==> config.mk <==
export PLATFORM = sky130hd
export DESIGN_NAME = regulation_loop_sequencer
export DESIGN_NICKNAME = d
export VERILOG_FILES = /design/src/rtl/regulation_loop_sequencer.sv
export SDC_FILE = /design/constraint.sdc
export NUM_CORES = 1
export LEC_CHECK = 0
export ABC_AREA = 1
export CAP_MARGIN = 20
export CELL_PAD_IN_SITES_DETAIL_PLACEMENT = 0
export CELL_PAD_IN_SITES_GLOBAL_PLACEMENT = 1
export CORE_ASPECT_RATIO = 0.7
export CORE_MARGIN = 4
export CORE_UTILIZATION = 43
export CTS_CLUSTER_DIAMETER = 100
export DETAILED_ROUTE_END_ITERATION = 10
export PLACE_DENSITY = 0.8
export SLEW_MARGIN = 20
export SYNTH_ARGS = -nofsm -noshare
export SYNTH_HDL_FRONTEND = slang
export SYNTH_SLANG_ARGS = --single-unit
export TNS_END_PERCENT = 5
==> constraint.sdc <==
create_clock -name clk -period 2.14 [get_ports clk]
set_clock_uncertainty 0.2 [all_clocks]
set_input_delay 0.642 -clock clk [delete_from_list [all_inputs] [get_ports clk]]
set_output_delay 0.642 -clock clk [all_outputs]
set_load 0.005 [all_outputs]
==> src/rtl/regulation_loop_sequencer.sv <==
// Start-up / shutdown sequencer for the regulation loop: filters ok_regulation, walks the loop
// through enable, settle and driver release, and latches a fault code on timeout or loss.
module regulation_loop_sequencer #(
  parameter int unsigned CNT_W          = 16,
  parameter int unsigned OK_FILTER      = 4,
  parameter int unsigned TIMEOUT_CYCLES = 1000,
  parameter int unsigned SETTLE_CYCLES  = 64,
  parameter int unsigned OFF_DELAY      = 8
) (
  input  logic       clk,
  input  logic       rst_n,
  input  logic       start,
  input  logic       stop,
  input  logic       clear_fault,
  input  logic       ok_regulation,
  input  logic [4:0] tmi,
  output logic       enable_regulation,
  output logic       go_driver,
  output logic       busy,
  output logic       fault,
  output logic [1:0] fault_code,
  output logic [2:0] state
);

  localparam longint unsigned CntRange = 64'd1 << CNT_W;

  if (OK_FILTER == 0 || 64'(OK_FILTER) > CntRange ||
      TIMEOUT_CYCLES == 0 || 64'(TIMEOUT_CYCLES) > CntRange ||
      SETTLE_CYCLES == 0 || 64'(SETTLE_CYCLES) > CntRange ||
      OFF_DELAY == 0 || 64'(OFF_DELAY) > CntRange) begin : gen_param_check
    $error("regulation_loop_sequencer: cycle parameter does not fit in CNT_W");
  end

  localparam logic [CNT_W-1:0] FiltLast    = CNT_W'(OK_FILTER - 1);
  localparam logic [CNT_W-1:0] TimeoutLast = CNT_W'(TIMEOUT_CYCLES - 1);
  localparam logic [CNT_W-1:0] SettleLast  = CNT_W'(SETTLE_CYCLES - 1);
  localparam logic [CNT_W-1:0] OffLast     = CNT_W'(OFF_DELAY - 1);

  typedef enum logic [2:0] {
    StIdle     = 3'd0,
    StWaitOk   = 3'd1,
    StSettle   = 3'd2,
    StRun      = 3'd3,
    StShutdown = 3'd4,
    StFault    = 3'd5
  } state_e;

  state_e           state_q, state_d;
  logic [CNT_W-1:0] cnt_q, cnt_d;
  logic [1:0]       code_q, code_d;
  logic             en_q, en_d, go_q, go_d, busy_q, busy_d, fault_q, fault_d;
  logic [1:0]       ok_sync_q;
  logic [CNT_W-1:0] filt_cnt_q;
  logic             ok_filt_q;
  logic             cnt_clr;
  logic             unused_tmi;

  assign unused_tmi = ^tmi[3:2];

  // Symmetric filter: ok_filt flips only after OK_FILTER consecutive disagreeing samples.
  always_ff @(posedge clk or negedge rst_n) begin
    if (!rst_n) begin
      ok_sync_q  <= 2'b00;
      filt_cnt_q <= '0;
      ok_filt_q  <= 1'b0;
    end else begin
      ok_sync_q <= {ok_sync_q[0], ok_regulation};
      if (ok_sync_q[1] != ok_filt_q) begin
        if (filt_cnt_q == FiltLast) begin
          ok_filt_q  <= ok_sync_q[1];
          filt_cnt_q <= '0;
        end else begin
          filt_cnt_q <= filt_cnt_q + 1'b1;
        end
      end else begin
        filt_cnt_q <= '0;
      end
    end
  end

  always_comb begin
    state_d = state_q;
    code_d  = code_q;
    cnt_clr = 1'b0;
    if (tmi[4]) begin
      state_d = StIdle;
      code_d  = 2'd0;
      cnt_clr = 1'b1;
    end else begin
      unique case (state_q)
        StIdle: if (start && !stop) state_d = StWaitOk;
        StWaitOk: begin
          if (stop) state_d = StIdle;
          else if (ok_filt_q) state_d = StSettle;
          else if (cnt_q == TimeoutLast) begin
            state_d = StFault;
            code_d  = 2'd1;
          end
        end
        StSettle: begin
          if (stop) state_d = StIdle;
          else if (!ok_filt_q) begin
            state_d = StFault;
            code_d  = 2'd2;
          end else if (cnt_q == SettleLast) state_d = StRun;
        end
        StRun: begin
          if (stop || !start) state_d = StShutdown;
          else if (!ok_filt_q) begin
            state_d = StFault;
            code_d  = 2'd3;
          end
        end
        StShutdown: if (cnt_q == OffLast) state_d = StIdle;
        StFault: begin
          if (clear_fault) begin
            state_d = StIdle;
            code_d  = 2'd0;
          end
        end
        default: state_d = StIdle;
      endcase
    end
    if (state_d != state_q) cnt_clr = 1'b1;
  end

  always_comb begin
    cnt_d = cnt_q;
    if (cnt_clr) cnt_d = '0;
    else if (cnt_q != '1) cnt_d = cnt_q + 1'b1;
  end

  // Outputs decode the next state so they register in step with the state flops.
  always_comb begin
    en_d    = (state_d == StWaitOk) || (state_d == StSettle) ||
              (state_d == StRun) || (state_d == StShutdown);
    go_d    = (state_d == StRun);
    busy_d  = (state_d != StIdle) && (state_d != StFault);
    fault_d = (state_d == StFault);
    if (tmi[4]) begin
      en_d    = tmi[0];
      go_d    = tmi[0] & tmi[1];
      busy_d  = 1'b0;
      fault_d = 1'b0;
    end
  end

  always_ff @(posedge clk or negedge rst_n) begin
    if (!rst_n) begin
      state_q <= StIdle;
      cnt_q   <= '0;
      code_q  <= 2'd0;
      en_q    <= 1'b0;
      go_q    <= 1'b0;
      busy_q  <= 1'b0;
      fault_q <= 1'b0;
    end else begin
      state_q <= state_d;
      cnt_q   <= cnt_d;
      code_q  <= code_d;
      en_q    <= en_d;
      go_q    <= go_d;
      busy_q  <= busy_d;
      fault_q <= fault_d;
    end
  end

  assign enable_regulation = en_q;
  assign go_driver         = go_q;
  assign busy              = busy_q;
  assign fault             = fault_q;
  assign fault_code        = code_q;
  assign state             = state_q;

endmodule

==> flow_summary.html, run 1 <==
<table>
<tr><th>Metric</th><th>Value</th></tr>
<tr><th colspan="2">Finish</th></tr>
<tr><td>Commonest cells after routing, fill and taps aside</td><td>sky130_fd_sc_hd__nand2_1, sky130_fd_sc_hd__nor2_1, sky130_fd_sc_hd__dfrtp_1</td></tr>
<tr><td>Nets@finish</td><td>373</td></tr>
<tr><td>Proportion of layout cells with a drive suffix above 1</td><td>25.21%</td></tr>
<tr><td>Area added between synthesis and finish</td><td>26.08%</td></tr>
<tr><td>Antenna Cells</td><td>0</td></tr>
<tr><td>Non-filler instance count after layout</td><td>433</td></tr>
<tr><td>Most frequent standard cell in the layout excluding fill and tap cells</td><td>sky130_fd_sc_hd__nand2_1</td></tr>
<tr><th colspan="2">Synthesis</th></tr>
<tr><td>Share of flip-flops with an asynchronous set or reset after synthesis</td><td>100.0%</td></tr>
<tr><td>Most used flip-flop cell after synthesis</td><td>sky130_fd_sc_hd__dfrtp_1</td></tr>
<tr><td>Syn_nets</td><td>333</td></tr>
<tr><td>Number of different library cells in the post-synthesis netlist</td><td>30</td></tr>
<tr><td>EDFF count, synth</td><td>0</td></tr>
<tr><td>Average size of a mapped cell</td><td>7.691 um2</td></tr>
<tr><td>Sequential element share of the synthesized area</td><td>44.74%</td></tr>
<tr><td>Simple-gate portion of the synthesized area</td><td>35.49%</td></tr>
<tr><td>Flip-flop and latch count after synthesis</td><td>44</td></tr>
<tr><td>Area of the mapped netlist</td><td>2461 um2</td></tr>
<tr><td>Largest family of logic cells by synthesized area</td><td>simple AND/OR/NAND/NOR gates</td></tr>
<tr><td>Multiplexer fraction of the synthesized cell area</td><td>0.4067%</td></tr>
<tr><td>Post-synthesis adder-cell area fraction</td><td>1.017%</td></tr>
<tr><td>Share of the synthesized netlist area taken by xor and xnor gates</td><td>4.982%</td></tr>
<tr><td>Count of mapped cells out of synthesis</td><td>320</td></tr>
<tr><td>Count of synthesis-stage warnings from yosys</td><td>0</td></tr>
<tr><td>Synth Area in Compound Gates</td><td>5.897%</td></tr>
<tr><th colspan="2">Pwr</th></tr>
<tr><td>Switching portion of total power</td><td>29.34%</td></tr>
<tr><td>PnR Total Power</td><td>2008 uW</td></tr>
<tr><td>Leakage</td><td>0.001440 uW</td></tr>
<tr><td>Combinational fraction of design power</td><td>19.2%</td></tr>
<tr><td>Clock power frac</td><td>34.1%</td></tr>
<tr><td>Part of the total power dissipated in sequential elements</td><td>46.7%</td></tr>
<tr><td>Sw Pwr</td><td>589.2 uW</td></tr>
<tr><td>Peak VDD IR</td><td>0.3507 mV</td></tr>
<tr><td>Internal power summed over all cells</td><td>1419 uW</td></tr>
<tr><td>Cell area power density</td><td>647.2 nW/um2</td></tr>
<tr><th colspan="2">Routing</th></tr>
<tr><td>Detailed-route DRC error count</td><td>0</td></tr>
<tr><td>Drt via density</td><td>4.822</td></tr>
<tr><td>Routed Antenna Nets</td><td>0</td></tr>
<tr><td>Final routed wire length divided by cell count</td><td>12.24 um</td></tr>
<tr><td>Final WL</td><td>5.300 mm</td></tr>
<tr><td>Total number of vias</td><td>2088</td></tr>
<tr><td>Total iterations of the first detailed-routing run</td><td>4</td></tr>
<tr><td>Initial DRC count</td><td>100</td></tr>
<tr><th colspan="2">Placement</th></tr>
<tr><td>Placed wire-length estimate after detailed placement</td><td>3.793 mm</td></tr>
<tr><td>Global placement routability congestion</td><td>0.8447</td></tr>
<tr><td>Worst setup slack after placement</td><td>-421.5 ps</td></tr>
<tr><td>Cell count after placement</td><td>424</td></tr>
<tr><td>Total of buffers placed on input and output ports</td><td>17</td></tr>
<tr><th colspan="2">CTS</th></tr>
<tr><td>Worst-skew pair later-pin latency</td><td>300 ps</td></tr>
<tr><td>CTS max path bufs</td><td>2</td></tr>
<tr><td>Total CTS buffers</td><td>5</td></tr>
<tr><td>Clock tree from TritonCTS</td><td>yes</td></tr>
<tr><td>Clk Tree Root Cell</td><td>sky130_fd_sc_hd__clkbuf_8</td></tr>
<tr><td>Hold bufs inserted after CTS</td><td>0</td></tr>
<tr><td>Number of clock sinks</td><td>44</td></tr>
<tr><td>Clock-pin transition on the worst setup and hold timing paths</td><td>90 ps</td></tr>
<tr><td>H-tree depth reported by CTS</td><td>2</td></tr>
<tr><td>Post CTS Setup Buffer Count</td><td>0</td></tr>
<tr><th colspan="2">Floorplan</th></tr>
<tr><td>Area of the die</td><td>7017 um2</td></tr>
<tr><td>I/O pins</td><td>20</td></tr>
<tr><td>Initial cell density of the core</td><td>45.62%</td></tr>
<tr><td>Die Width</td><td>98.43 um</td></tr>
<tr><td>Number of core rows</td><td>22</td></tr>
<tr><td>Area of the core</td><td>5395 um2</td></tr>
<tr><td>Die outline height</td><td>71.30 um</td></tr>
<tr><th colspan="2">Timing</th></tr>
<tr><td>Post-Route Hold Slack</td><td>103.8 ps</td></tr>
<tr><td>Unrepaired setup endpoints after global routing</td><td>yes</td></tr>
<tr><td>Setup-violating endpoint count in the final report</td><td>0</td></tr>
<tr><td>Worst slew pin tran</td><td>334.9 ps</td></tr>
<tr><td>Accumulated negative setup slack</td><td>0 ps</td></tr>
<tr><td>Count of endpoints failing hold in the final timing report</td><td>0</td></tr>
<tr><td>Highest attainable clock frequency</td><td>477.1 MHz</td></tr>
<tr><td>Final worst path period share</td><td>97.94%</td></tr>
<tr><td>Final Worst Setup Slack</td><td>44.19 ps</td></tr>
<tr><td>Final max-slew violation count</td><td>0</td></tr>
<tr><td>Max-slew headroom at the worst pin</td><td>77.50%</td></tr>
<tr><td>Final critical delay including setup and external delays</td><td>2096 ps</td></tr>
<tr><th colspan="2">Worst setup path</th></tr>
<tr><td>Logic depth of the worst setup path including buffers</td><td>1</td></tr>
<tr><td>Nature of the critical path endpoint</td><td>output port</td></tr>
<tr><td>Crit path largest cell delay</td><td>520 ps</td></tr>
<tr><td>Slack of the worst reg-to-reg path</td><td>120 ps</td></tr>
<tr><td>Worst Setup Path Type</td><td>reg -&gt; out</td></tr>
<tr><td>Count of cells along the worst register-to-register path</td><td>12</td></tr>
<tr><td>Highest-delay cell along the critical path</td><td>sky130_fd_sc_hd__clkdlybuf4s50_1</td></tr>
<tr><td>Worst setup SP type</td><td>flop</td></tr>
<tr><td>Required time reported for the critical path endpoint</td><td>1300 ps</td></tr>
<tr><td>Worst R2R Start</td><td>cnt_q[1]</td></tr>
<tr><td>Max FO, Critical Path</td><td>5</td></tr>
<tr><td>Worst EP arrival</td><td>1250 ps</td></tr>
<tr><td>Largest delay contributor family on the critical path</td><td>buffers and inverters</td></tr>
<tr><td>Sum of buffers and inverters on the critical path</td><td>1</td></tr>
<tr><td>Destination of the worst register-to-register timing path</td><td>cnt_q[0]</td></tr>
<tr><td>Cell-by-cell listing of the critical path</td><td>clkdlybuf4s50_1</td></tr>
<tr><th colspan="2">GRT</th></tr>
<tr><td>Global-route wire length before repair</td><td>9.163 mm</td></tr>
<tr><td>Via count of the first global-routing pass</td><td>1935</td></tr>
<tr><td>Initial antenna violation count</td><td>0</td></tr>
<tr><td>Pin count of the biggest net entering global routing</td><td>45</td></tr>
<tr><td>Remaining global-route overflow</td><td>0</td></tr>
<tr><td>Overall global routing resource usage</td><td>16.08%</td></tr>
<tr><th colspan="2">Worst hold path</th></tr>
<tr><td>Type of the most critical hold path</td><td>in -&gt; async</td></tr>
<tr><th colspan="2">Outcome</th></tr>
<tr><td>Result of the run</td><td>finished, final reports clean</td></tr>
<tr><th colspan="2">Run</th></tr>
<tr><td>Number of max-cap violations</td><td>0</td></tr>
</table>
[worst register-to-register path, cell delays in order, from the launching register on]
cell	delay (ps)
sky130_fd_sc_hd__dfrtp_1	410
sky130_fd_sc_hd__ha_4	170
sky130_fd_sc_hd__nand3_2	140
sky130_fd_sc_hd__nor2_2	110
sky130_fd_sc_hd__nand3_1	90
sky130_fd_sc_hd__nand2_1	80
sky130_fd_sc_hd__nand3_2	110
sky130_fd_sc_hd__nand2_1	80
sky130_fd_sc_hd__nand2_1	50
sky130_fd_sc_hd__a21oi_2	120
sky130_fd_sc_hd__nand2_2	130
sky130_fd_sc_hd__buf_12	170
sky130_fd_sc_hd__nor2_2	90
[state kept, by name, summed over array words and instances (netlist names), 2 cells and up]
signal	count
cnt_q	16
ok_sync_q	2
filt_cnt_q	16
state	3
fault_code	2
[cell families (layout without fill, tap and decap cells)]
family	Yosys count	after routing
multiplexers	1	1
buffers and inverters	45	86
AO/OA/AOI/OAI	25	25
flip-flops	44	44
AND/OR/NAND/NOR	189	189
XOR/XNOR	14	14
adder cells (fa/ha/maj)	2	2
[cell usage after synthesis (all sizes together), types with 2 or more instances]
master | instances | area [um2]
nor2 | 76 | 325.3
nand2 | 63 | 256.5
dfrtp | 44 | 1101
inv | 42 | 157.6
nand3 | 25 | 130.1
o21ai | 14 | 73.82
nor3 | 12 | 75.07
xor2 | 12 | 105.1
a21oi | 6 | 30.03
nand4 | 5 | 31.28
nor3b | 4 | 30.03
nor4 | 3 | 18.77
buf | 2 | 22.52
ha | 2 | 25.02
xnor2 | 2 | 17.52
[metal layers]
metal	vias up	global-route usage (%)	part of all wire, %
li1	1094	-	-
met3	4	3.794	4.4
met5	-	0	0
met4	0	3.636	0.75
met1	959	24.91	55
met2	31	22.70	40
[final cells by class]
| type | instances | area [um2] |
|---|---|---|
| clock buffers | 6 | 82.58 |
| fillers | 510 | 2292 |
| flip-flops and latches | 44 | 1106 |
| clock inverters | 2 | 38.79 |
| multi-input cells | 231 | 1277 |
| well taps | 72 | 90.09 |
| repair buffers | 35 | 346.6 |
| inverters | 43 | 161.4 |
[worst max-delay path by stage]
stage,startpoint,end
2_1_floorplan,stop,cnt_q[10]
4_1_cts,clear_fault,cnt_q[15]
3_5_place_dp,stop,cnt_q[2]
6_report,state[1],state[1]
3_3_place_gp,stop,cnt_q[2]
5_1_grt,filt_cnt_q[0],filt_cnt_q[14]
[through the flow]
stage	utilization, %	area [um2]
floorplan	-	2461
finish	57.51	3103
global placement	52.76	2846
detailed placement	52.76	2846
CTS	55.64	3002
global route	57.51	3103
[power groups by stage]
stage	Sequential (uW)	Clock [uW]	Combinational (uW)
CTS	933	702	374
global placement	947	0	349
finish	937	685	386
floorplan	936	0	215
global route	947	735	438
detailed placement	947	0	353
[what timing repair did]
item | 4_1_cts | 5_1_grt
setup endpoints to repair | 20 | 21
hold endpoints to repair | 0 | 0
pin swaps | 4 | 8
resized for setup | 10 | 30
cloned | 1 | 0
(Power assumes the default switching activity.)
==> run 2: changes to the inputs <==
- CORE_MARGIN: 4 -> 2
==> run 2 against run 1 <==
Effect of this change:
- cell area rose by 0.69%
- critical path type unchanged
- via count rose by 0.38%
- clock power fell by 19%
- final cell count rose by 1.6%
- register-to-register slack improved by 30 ps
- sequential share of layout area fell by 0.24 points
- non-clock buffer count rose by 4
- worst setup slack improved by 8.4 ps
==> flow_summary.html, run 2 (synthesized netlist as in run 1, its figures left out) <==
<table>
<tr><th>Metric</th><th>Value</th></tr>
<tr><th colspan="2">Outcome</th></tr>
<tr><td>Result of the run</td><td>finished, final reports clean</td></tr>
<tr><th colspan="2">Finish</th></tr>
<tr><td>Commonest cells after routing, fill and taps aside</td><td>sky130_fd_sc_hd__nand2_1, sky130_fd_sc_hd__nor2_1, sky130_fd_sc_hd__dfrtp_1</td></tr>
<tr><td>Nets@finish</td><td>377 (+1.1%)</td></tr>
<tr><td>Antenna Cells</td><td>0 (unchanged)</td></tr>
<tr><td>Total of fill cells in the finished design</td><td>540 (+5.9%)</td></tr>
<tr><td>Proportion of layout cells with a drive suffix above 1</td><td>25.48% (+0.27 points)</td></tr>
<tr><td>Area added between synthesis and finish</td><td>26.94%</td></tr>
<tr><td>Most frequent standard cell in the layout excluding fill and tap cells</td><td>sky130_fd_sc_hd__nand2_1</td></tr>
<tr><th colspan="2">CTS</th></tr>
<tr><td>Total CTS buffers</td><td>5 (unchanged)</td></tr>
<tr><td>Hold bufs inserted after CTS</td><td>0 (unchanged)</td></tr>
<tr><td>Number of clock sinks</td><td>44 (unchanged)</td></tr>
<tr><td>H-tree depth reported by CTS</td><td>2 (unchanged)</td></tr>
<tr><td>Clk Tree Root Cell</td><td>sky130_fd_sc_hd__clkbuf_8</td></tr>
<tr><td>CTS max path bufs</td><td>2 (unchanged)</td></tr>
<tr><td>Worst-skew pair later-pin latency</td><td>300 ps (about the same)</td></tr>
<tr><td>Clock tree from TritonCTS</td><td>yes</td></tr>
<tr><td>Clock-pin transition on the worst setup and hold timing paths</td><td>90 ps (about the same)</td></tr>
<tr><th colspan="2">Floorplan</th></tr>
<tr><td>I/O pins</td><td>20 (unchanged)</td></tr>
<tr><td>Area of the die</td><td>6354 um2 (-9.4%)</td></tr>
<tr><td>Number of core rows</td><td>23 (+4.5%)</td></tr>
<tr><td>Die Width</td><td>94.43 um (-4.1%)</td></tr>
<tr><td>Die outline height</td><td>67.30 um (-5.6%)</td></tr>
<tr><td>Initial cell density of the core</td><td>43.86% (-1.8 points)</td></tr>
<tr><td>Area of the core</td><td>5612 um2 (+4.0%)</td></tr>
<tr><th colspan="2">Routing</th></tr>
<tr><td>Initial DRC count</td><td>106 (+6.0%)</td></tr>
<tr><td>Routed Antenna Nets</td><td>0 (unchanged)</td></tr>
<tr><td>Final routed wire length divided by cell count</td><td>11.89 um (-2.8%)</td></tr>
<tr><td>Final WL</td><td>5.233 mm (-1.3%)</td></tr>
<tr><td>Routed metal-1 wire length</td><td>2.915 mm (-0.17%)</td></tr>
<tr><td>Total iterations of the first detailed-routing run</td><td>4 (unchanged)</td></tr>
<tr><td>Highest layer used for signal routing</td><td>met4</td></tr>
<tr><td>Detailed-route DRC error count</td><td>0 (unchanged)</td></tr>
<tr><td>Met3 routed WL</td><td>224 um (-4.3%)</td></tr>
<tr><td>Drt via density</td><td>4.764 (-1.2%)</td></tr>
<tr><td>Total number of vias</td><td>2096 (+0.38%)</td></tr>
<tr><td>Sum of met2 wire segment lengths after detailed routing</td><td>2.053 mm (-2.4%)</td></tr>
<tr><th colspan="2">Timing</th></tr>
<tr><td>Setup-violating endpoint count in the final report</td><td>0 (unchanged)</td></tr>
<tr><td>Final worst path period share</td><td>97.54% (-0.39 points)</td></tr>
<tr><td>Count of endpoints failing hold in the final timing report</td><td>0 (unchanged)</td></tr>
<tr><td>Final max-slew violation count</td><td>0 (unchanged)</td></tr>
<tr><td>Max-slew headroom at the worst pin</td><td>77.83% (+0.33 points)</td></tr>
<tr><td>Final critical delay including setup and external delays</td><td>2087 ps (-8.381 ps)</td></tr>
<tr><td>Post-Route Hold Slack</td><td>99.81 ps (-3.962 ps)</td></tr>
<tr><td>Worst slew pin tran</td><td>330.1 ps (-4.843 ps)</td></tr>
<tr><td>Highest attainable clock frequency</td><td>479.1 MHz (+0.40%)</td></tr>
<tr><th colspan="2">GRT</th></tr>
<tr><td>Remaining global-route overflow</td><td>0 (unchanged)</td></tr>
<tr><td>Overall global routing resource usage</td><td>18.12% (+2.0 points)</td></tr>
<tr><td>Pin count of the biggest net entering global routing</td><td>45 (unchanged)</td></tr>
<tr><td>Global-route wire length before repair</td><td>8.901 mm (-2.9%)</td></tr>
<tr><td>Initial antenna violation count</td><td>0 (unchanged)</td></tr>
<tr><td>Via count of the first global-routing pass</td><td>1913 (-1.1%)</td></tr>
<tr><th colspan="2">Worst setup path</th></tr>
<tr><td>Sum of buffers and inverters on the critical path</td><td>1 (unchanged)</td></tr>
<tr><td>Worst setup SP type</td><td>flop</td></tr>
<tr><td>Max FO, Critical Path</td><td>5 (unchanged)</td></tr>
<tr><td>Nature of the critical path endpoint</td><td>output port</td></tr>
<tr><td>Launching element of the worst setup path</td><td>state[1]</td></tr>
<tr><td>Count of cells along the worst register-to-register path</td><td>11 (-1)</td></tr>
<tr><td>Cell-by-cell listing of the critical path</td><td>clkdlybuf4s50_1</td></tr>
<tr><td>Worst EP arrival</td><td>1250 ps (about the same)</td></tr>
<tr><td>Destination of the worst register-to-register timing path</td><td>cnt_q[15]</td></tr>
<tr><td>Required time reported for the critical path endpoint</td><td>1300 ps (about the same)</td></tr>
<tr><td>Slack of the worst reg-to-reg path</td><td>150 ps (+30 ps)</td></tr>
<tr><td>Highest-delay cell along the critical path</td><td>sky130_fd_sc_hd__clkdlybuf4s50_1</td></tr>
<tr><td>Worst R2R Start</td><td>cnt_q[1]</td></tr>
<tr><td>Crit path largest cell delay</td><td>510 ps (about the same)</td></tr>
<tr><td>Largest delay contributor family on the critical path</td><td>buffers and inverters</td></tr>
<tr><td>Worst Setup Path Type</td><td>reg -&gt; out</td></tr>
<tr><th colspan="2">Placement</th></tr>
<tr><td>Total of buffers placed on input and output ports</td><td>17 (unchanged)</td></tr>
<tr><td>Global placement routability congestion</td><td>0.8713 (+3.1%)</td></tr>
<tr><td>Placed wire-length estimate after detailed placement</td><td>3.702 mm (-2.4%)</td></tr>
<tr><th colspan="2">Pwr</th></tr>
<tr><td>Peak VDD IR</td><td>0.4296 mV (+22%)</td></tr>
<tr><td>PnR Total Power</td><td>1869 uW (-6.9%)</td></tr>
<tr><td>Leakage</td><td>0.001460 uW (+1.4%)</td></tr>
<tr><td>Cell area power density</td><td>598.1 nW/um2 (-7.6%)</td></tr>
<tr><th colspan="2">Worst hold path</th></tr>
<tr><td>Type of the most critical hold path</td><td>in -&gt; async</td></tr>
<tr><th colspan="2">Run</th></tr>
<tr><td>Number of max-cap violations</td><td>0 (unchanged)</td></tr>
</table>
## run 2: cell count changes in the layout (fill, tap and decap cells not counted), sizes merged
cell,delta
bufinv,-1
clkinv,+1
buf,+3
dlygate4sd2,-1
clkdlybuf4s50,+1
clkbuf,+1
## run 2: power by group
group | switching (uW) | leakage [uW] | internal (uW)
clock network | 296 | 0.0000510 | 258
registers | 53.4 | 0.000593 | 882
logic | 226 | 0.000817 | 153
total | 575 | 0.00146 | 1290
## run 2: per-layer routing
metal	vias to the layer above	global-route usage, %
li1	1099	-
met1	959	28.75
met2	33	24.82
met3	5	4.129
met4	0	3.804
met5	-	0
## run 2: worst max-delay path by stage
stage	cells after the start	end
finish	1	state[1]
global route	11	cnt_q[15]
CTS	13	cnt_q[2]
detailed placement	15	cnt_q[1]
global placement	15	cnt_q[2]
floorplan	13	cnt_q[10]
## run 2: repair_timing
action	in CTS	in global routing
gates cloned	1	0
pin swaps	4	9
setup endpoints to repair	18	21
buffers inserted	0	2
resized for setup	9	34
## run 2: metrics by stage
step | area, um2 | cells | TNS (ps) | utilization [%] | setup WS [ps]
floorplan | 2461 | 320 | 0 | - | 203.2
CTS | 2993 | 438 | 0 | 53.33 | 2.737
detailed placement | 2865 | 429 | -7360 | 51.06 | -392.5
global placement | 2865 | 429 | -7255 | 51.06 | -381.2
global route | 3124 | 440 | -22.87 | 55.67 | -20.38
finish | 3124 | 440 | 0 | 55.67 | 52.57
## run 2: final cells by class
class                           count  area [um2]  area share, %
Multi-Input combinational cell    231        1295          41.45
Sequential cell                    44        1106          35.40
Timing Repair Buffer               39       375.4          12.01
Inverter                           43       161.4          5.166
Tap cell                           75       93.84          3.004
Clock buffer                        6       82.58          2.643
Clock inverter                      2       10.01         0.3204
==> run 3: changes to the inputs <==
- CORE_MARGIN: 2 -> default
- SLEW_MARGIN: 20 -> default
==> run 3 against run 2 <==
Effect of this change:
- maximum frequency increased by 0.61%
- worst setup slack improved by 13 ps
- critical path depth is the same
- clock power up 15%
- critical path type unchanged
==> flow_summary.html, run 3 (synthesized netlist as in run 1, its figures left out) <==
<table>
<tr><th>Metric</th><th>Value</th></tr>
<tr><th colspan="2">Outcome</th></tr>
<tr><td>Result of the run</td><td>finished, final reports clean</td></tr>
<tr><th colspan="2">CTS</th></tr>
<tr><td>H-tree depth reported by CTS</td><td>2 (unchanged)</td></tr>
<tr><td>Total CTS buffers</td><td>5 (unchanged)</td></tr>
<tr><td>Clock-pin transition on the worst setup and hold timing paths</td><td>80 ps (about the same)</td></tr>
<tr><td>Worst-skew pair later-pin latency</td><td>290 ps (about the same)</td></tr>
<tr><td>Clk Tree Root Cell</td><td>sky130_fd_sc_hd__clkbuf_8</td></tr>
<tr><td>Clock tree from TritonCTS</td><td>yes</td></tr>
<tr><td>CTS max path bufs</td><td>2 (unchanged)</td></tr>
<tr><td>Hold bufs inserted after CTS</td><td>0 (unchanged)</td></tr>
<tr><td>Number of clock sinks</td><td>44 (unchanged)</td></tr>
<tr><th colspan="2">Floorplan</th></tr>
<tr><td>Number of core rows</td><td>22 (-4.3%)</td></tr>
<tr><td>I/O pins</td><td>20 (unchanged)</td></tr>
<tr><td>Area of the die</td><td>6035 um2 (-5.0%)</td></tr>
<tr><td>Area of the core</td><td>5368 um2 (-4.3%)</td></tr>
<tr><td>Initial cell density of the core</td><td>45.85% (+2.0 points)</td></tr>
<tr><td>Die Width</td><td>92.43 um (-2.1%)</td></tr>
<tr><td>Die outline height</td><td>65.30 um (-3.0%)</td></tr>
<tr><th colspan="2">Pwr</th></tr>
<tr><td>Combinational fraction of design power</td><td>19.1% (-1.2 points)</td></tr>
<tr><td>Switching portion of total power</td><td>29.07% (-1.7 points)</td></tr>
<tr><td>Peak VDD IR</td><td>0.4495 mV (+4.6%)</td></tr>
<tr><td>PnR Total Power</td><td>1946 uW (+4.2%)</td></tr>
<tr><td>Clock power frac</td><td>32.7% (+3.0 points)</td></tr>
<tr><td>Part of the total power dissipated in sequential elements</td><td>48.1% (-2.0 points)</td></tr>
<tr><td>Internal power summed over all cells</td><td>1381 uW (+6.8%)</td></tr>
<tr><td>Sw Pwr</td><td>565.9 uW (-1.7%)</td></tr>
<tr><td>Leakage</td><td>0.001430 uW (-2.1%)</td></tr>
<tr><td>Cell area power density</td><td>621.8 nW/um2 (+4.0%)</td></tr>
<tr><th colspan="2">GRT</th></tr>
<tr><td>Initial antenna violation count</td><td>0 (unchanged)</td></tr>
<tr><td>Remaining global-route overflow</td><td>0 (unchanged)</td></tr>
<tr><td>Pin count of the biggest net entering global routing</td><td>24 (-47%)</td></tr>
<tr><td>Grt peak-use layer</td><td>met1</td></tr>
<tr><td>Via count of the first global-routing pass</td><td>1906 (-0.37%)</td></tr>
<tr><td>Global routing met1 resource utilization</td><td>29.46% (+0.70 points)</td></tr>
<tr><td>Overall global routing resource usage</td><td>19.07% (+0.96 points)</td></tr>
<tr><td>Global-route wire length before repair</td><td>8.990 mm (+1.0%)</td></tr>
<tr><td>Met3 Track Usage GR</td><td>4.167% (+0.037 points)</td></tr>
<tr><td>Grt met2 use</td><td>27.31% (+2.5 points)</td></tr>
<tr><th colspan="2">Placement</th></tr>
<tr><td>Placed wire-length estimate after detailed placement</td><td>3.796 mm (+2.5%)</td></tr>
<tr><td>Worst setup slack after placement</td><td>-367.8 ps (+24.72 ps)</td></tr>
<tr><td>Global placement routability congestion</td><td>0.8608 (-1.2%)</td></tr>
<tr><td>Total of buffers placed on input and output ports</td><td>17 (unchanged)</td></tr>
<tr><th colspan="2">Routing</th></tr>
<tr><td>Detailed-route DRC error count</td><td>0 (unchanged)</td></tr>
<tr><td>Final WL</td><td>5.379 mm (+2.8%)</td></tr>
<tr><td>Routed Antenna Nets</td><td>0 (unchanged)</td></tr>
<tr><td>Total iterations of the first detailed-routing run</td><td>4 (unchanged)</td></tr>
<tr><td>Final routed wire length divided by cell count</td><td>12.31 um (+3.5%)</td></tr>
<tr><td>Drt via density</td><td>4.847 (+1.7%)</td></tr>
<tr><td>Total number of vias</td><td>2118 (+1.0%)</td></tr>
<tr><td>Initial DRC count</td><td>69 (-35%)</td></tr>
<tr><th colspan="2">Finish</th></tr>
<tr><td>Nets@finish</td><td>377 (unchanged)</td></tr>
<tr><td>Area added between synthesis and finish</td><td>27.20%</td></tr>
<tr><td>Commonest cells after routing, fill and taps aside</td><td>sky130_fd_sc_hd__nor2_1, sky130_fd_sc_hd__nand2_1, sky130_fd_sc_hd__dfrtp_1</td></tr>
<tr><td>Antenna Cells</td><td>0 (unchanged)</td></tr>
<tr><td>Area occupied by registers</td><td>1106 um2 (unchanged)</td></tr>
<tr><td>Area used by multi-input combinational logic</td><td>1300 um2 (+0.39%)</td></tr>
<tr><td>Final core utilization</td><td>58.32% (+2.6 points)</td></tr>
<tr><td>Most frequent standard cell in the layout excluding fill and tap cells</td><td>sky130_fd_sc_hd__nor2_1</td></tr>
<tr><td>Proportion of layout cells with a drive suffix above 1</td><td>24.93% (-0.55 points)</td></tr>
<tr><td>Total of fill cells in the finished design</td><td>505 (-6.5%)</td></tr>
<tr><th colspan="2">Timing</th></tr>
<tr><td>Final critical delay including setup and external delays</td><td>2075 ps (-12.71 ps)</td></tr>
<tr><td>Highest attainable clock frequency</td><td>482.0 MHz (+0.61%)</td></tr>
<tr><td>Max-slew headroom at the worst pin</td><td>64.28% (-14 points)</td></tr>
<tr><td>Accumulated negative setup slack</td><td>0 ps (unchanged)</td></tr>
<tr><td>Unrepaired setup endpoints after global routing</td><td>yes</td></tr>
<tr><td>Count of endpoints failing hold in the final timing report</td><td>0 (unchanged)</td></tr>
<tr><td>Final Worst Setup Slack</td><td>65.28 ps (+12.71 ps)</td></tr>
<tr><td>Final max-slew violation count</td><td>0 (unchanged)</td></tr>
<tr><td>Post-Route Hold Slack</td><td>122.3 ps (+22.45 ps)</td></tr>
<tr><td>Setup-violating endpoint count in the final report</td><td>0 (unchanged)</td></tr>
<tr><td>Worst slew pin tran</td><td>535.8 ps (+205.7 ps)</td></tr>
<tr><td>Final worst path period share</td><td>96.95% (-0.59 points)</td></tr>
<tr><th colspan="2">Worst setup path</th></tr>
<tr><td>Largest delay contributor family on the critical path</td><td>buffers and inverters</td></tr>
<tr><td>Max FO, Critical Path</td><td>5 (unchanged)</td></tr>
<tr><td>Required time reported for the critical path endpoint</td><td>1300 ps (about the same)</td></tr>
<tr><td>Worst R2R Start</td><td>cnt_q[1]</td></tr>
<tr><td>Nature of the critical path endpoint</td><td>output port</td></tr>
<tr><td>Worst Setup Path Type</td><td>reg -&gt; out</td></tr>
<tr><td>Cell-by-cell listing of the critical path</td><td>clkdlybuf4s50_1</td></tr>
<tr><td>Sum of buffers and inverters on the critical path</td><td>1 (unchanged)</td></tr>
<tr><td>Worst setup SP type</td><td>flop</td></tr>
<tr><td>Highest-delay cell along the critical path</td><td>sky130_fd_sc_hd__clkdlybuf4s50_1</td></tr>
<tr><td>Worst EP arrival</td><td>1230 ps (-20 ps)</td></tr>
<tr><td>Launching element of the worst setup path</td><td>state[1]</td></tr>
<tr><td>Crit path largest cell delay</td><td>510 ps (about the same)</td></tr>
<tr><th colspan="2">Run</th></tr>
<tr><td>Number of max-cap violations</td><td>0 (unchanged)</td></tr>
<tr><th colspan="2">Worst hold path</th></tr>
<tr><td>Type of the most critical hold path</td><td>in -&gt; async</td></tr>
</table>
-- run 3: routing by layer --
layer,vias up,wire [um]
li1,1105,-
met1,966,2883
met2,45,2211
met3,2,265
met4,0,19
met5,-,0
-- run 3: worst paths after layout --
check / cells past startpoint / slack [ps] / to
max in group asynchronous: 2 / 1040 / state[2]
setup / recovery: 1 / 70 / state[1]
hold reg to reg: 0 / 150 / ok_sync_q[1]
min in group clk: 0 / 150 / ok_sync_q[1]
hold / removal: 1 / 120 / cnt_q[1]
setup reg to reg: 15 / 90 / cnt_q[12]
-- run 3: metrics by stage --
stage | std cells | instance area [um2]
after floorplan | 320 | 2461
after global placement | 427 | 2856
after detailed placement | 427 | 2856
after CTS | 436 | 3003
after global routing | 437 | 3131
final | 437 | 3131
-- run 3: power groups by stage --
stage / sequential (uW) / clock, uW / combinational (uW)
after detailed placement: 947 / 0 / 343
final: 937 / 637 / 373
after CTS: 932 / 655 / 369
after global routing: 945 / 686 / 423
after global placement: 946 / 0 / 341
after floorplan: 936 / 0 / 215
-- run 3: timing repair --
action,4_1_cts,5_1_grt
pin swaps,7,17
setup buffers,0,1
hold endpoints to repair,0,0
gates resized for setup,11,34
cloned,1,0
endpoints found under the setup margin,18,21
-- run 3: area by class of cell --
type,instances,area share [%]
Sequential cell,44,35.33
Inverter,43,5.156
Clock buffer,6,2.318
Timing Repair Buffer,39,11.67
Clock inverter,2,1.119
Tap cell,72,2.878
Multi-Input combinational cell,231,41.53
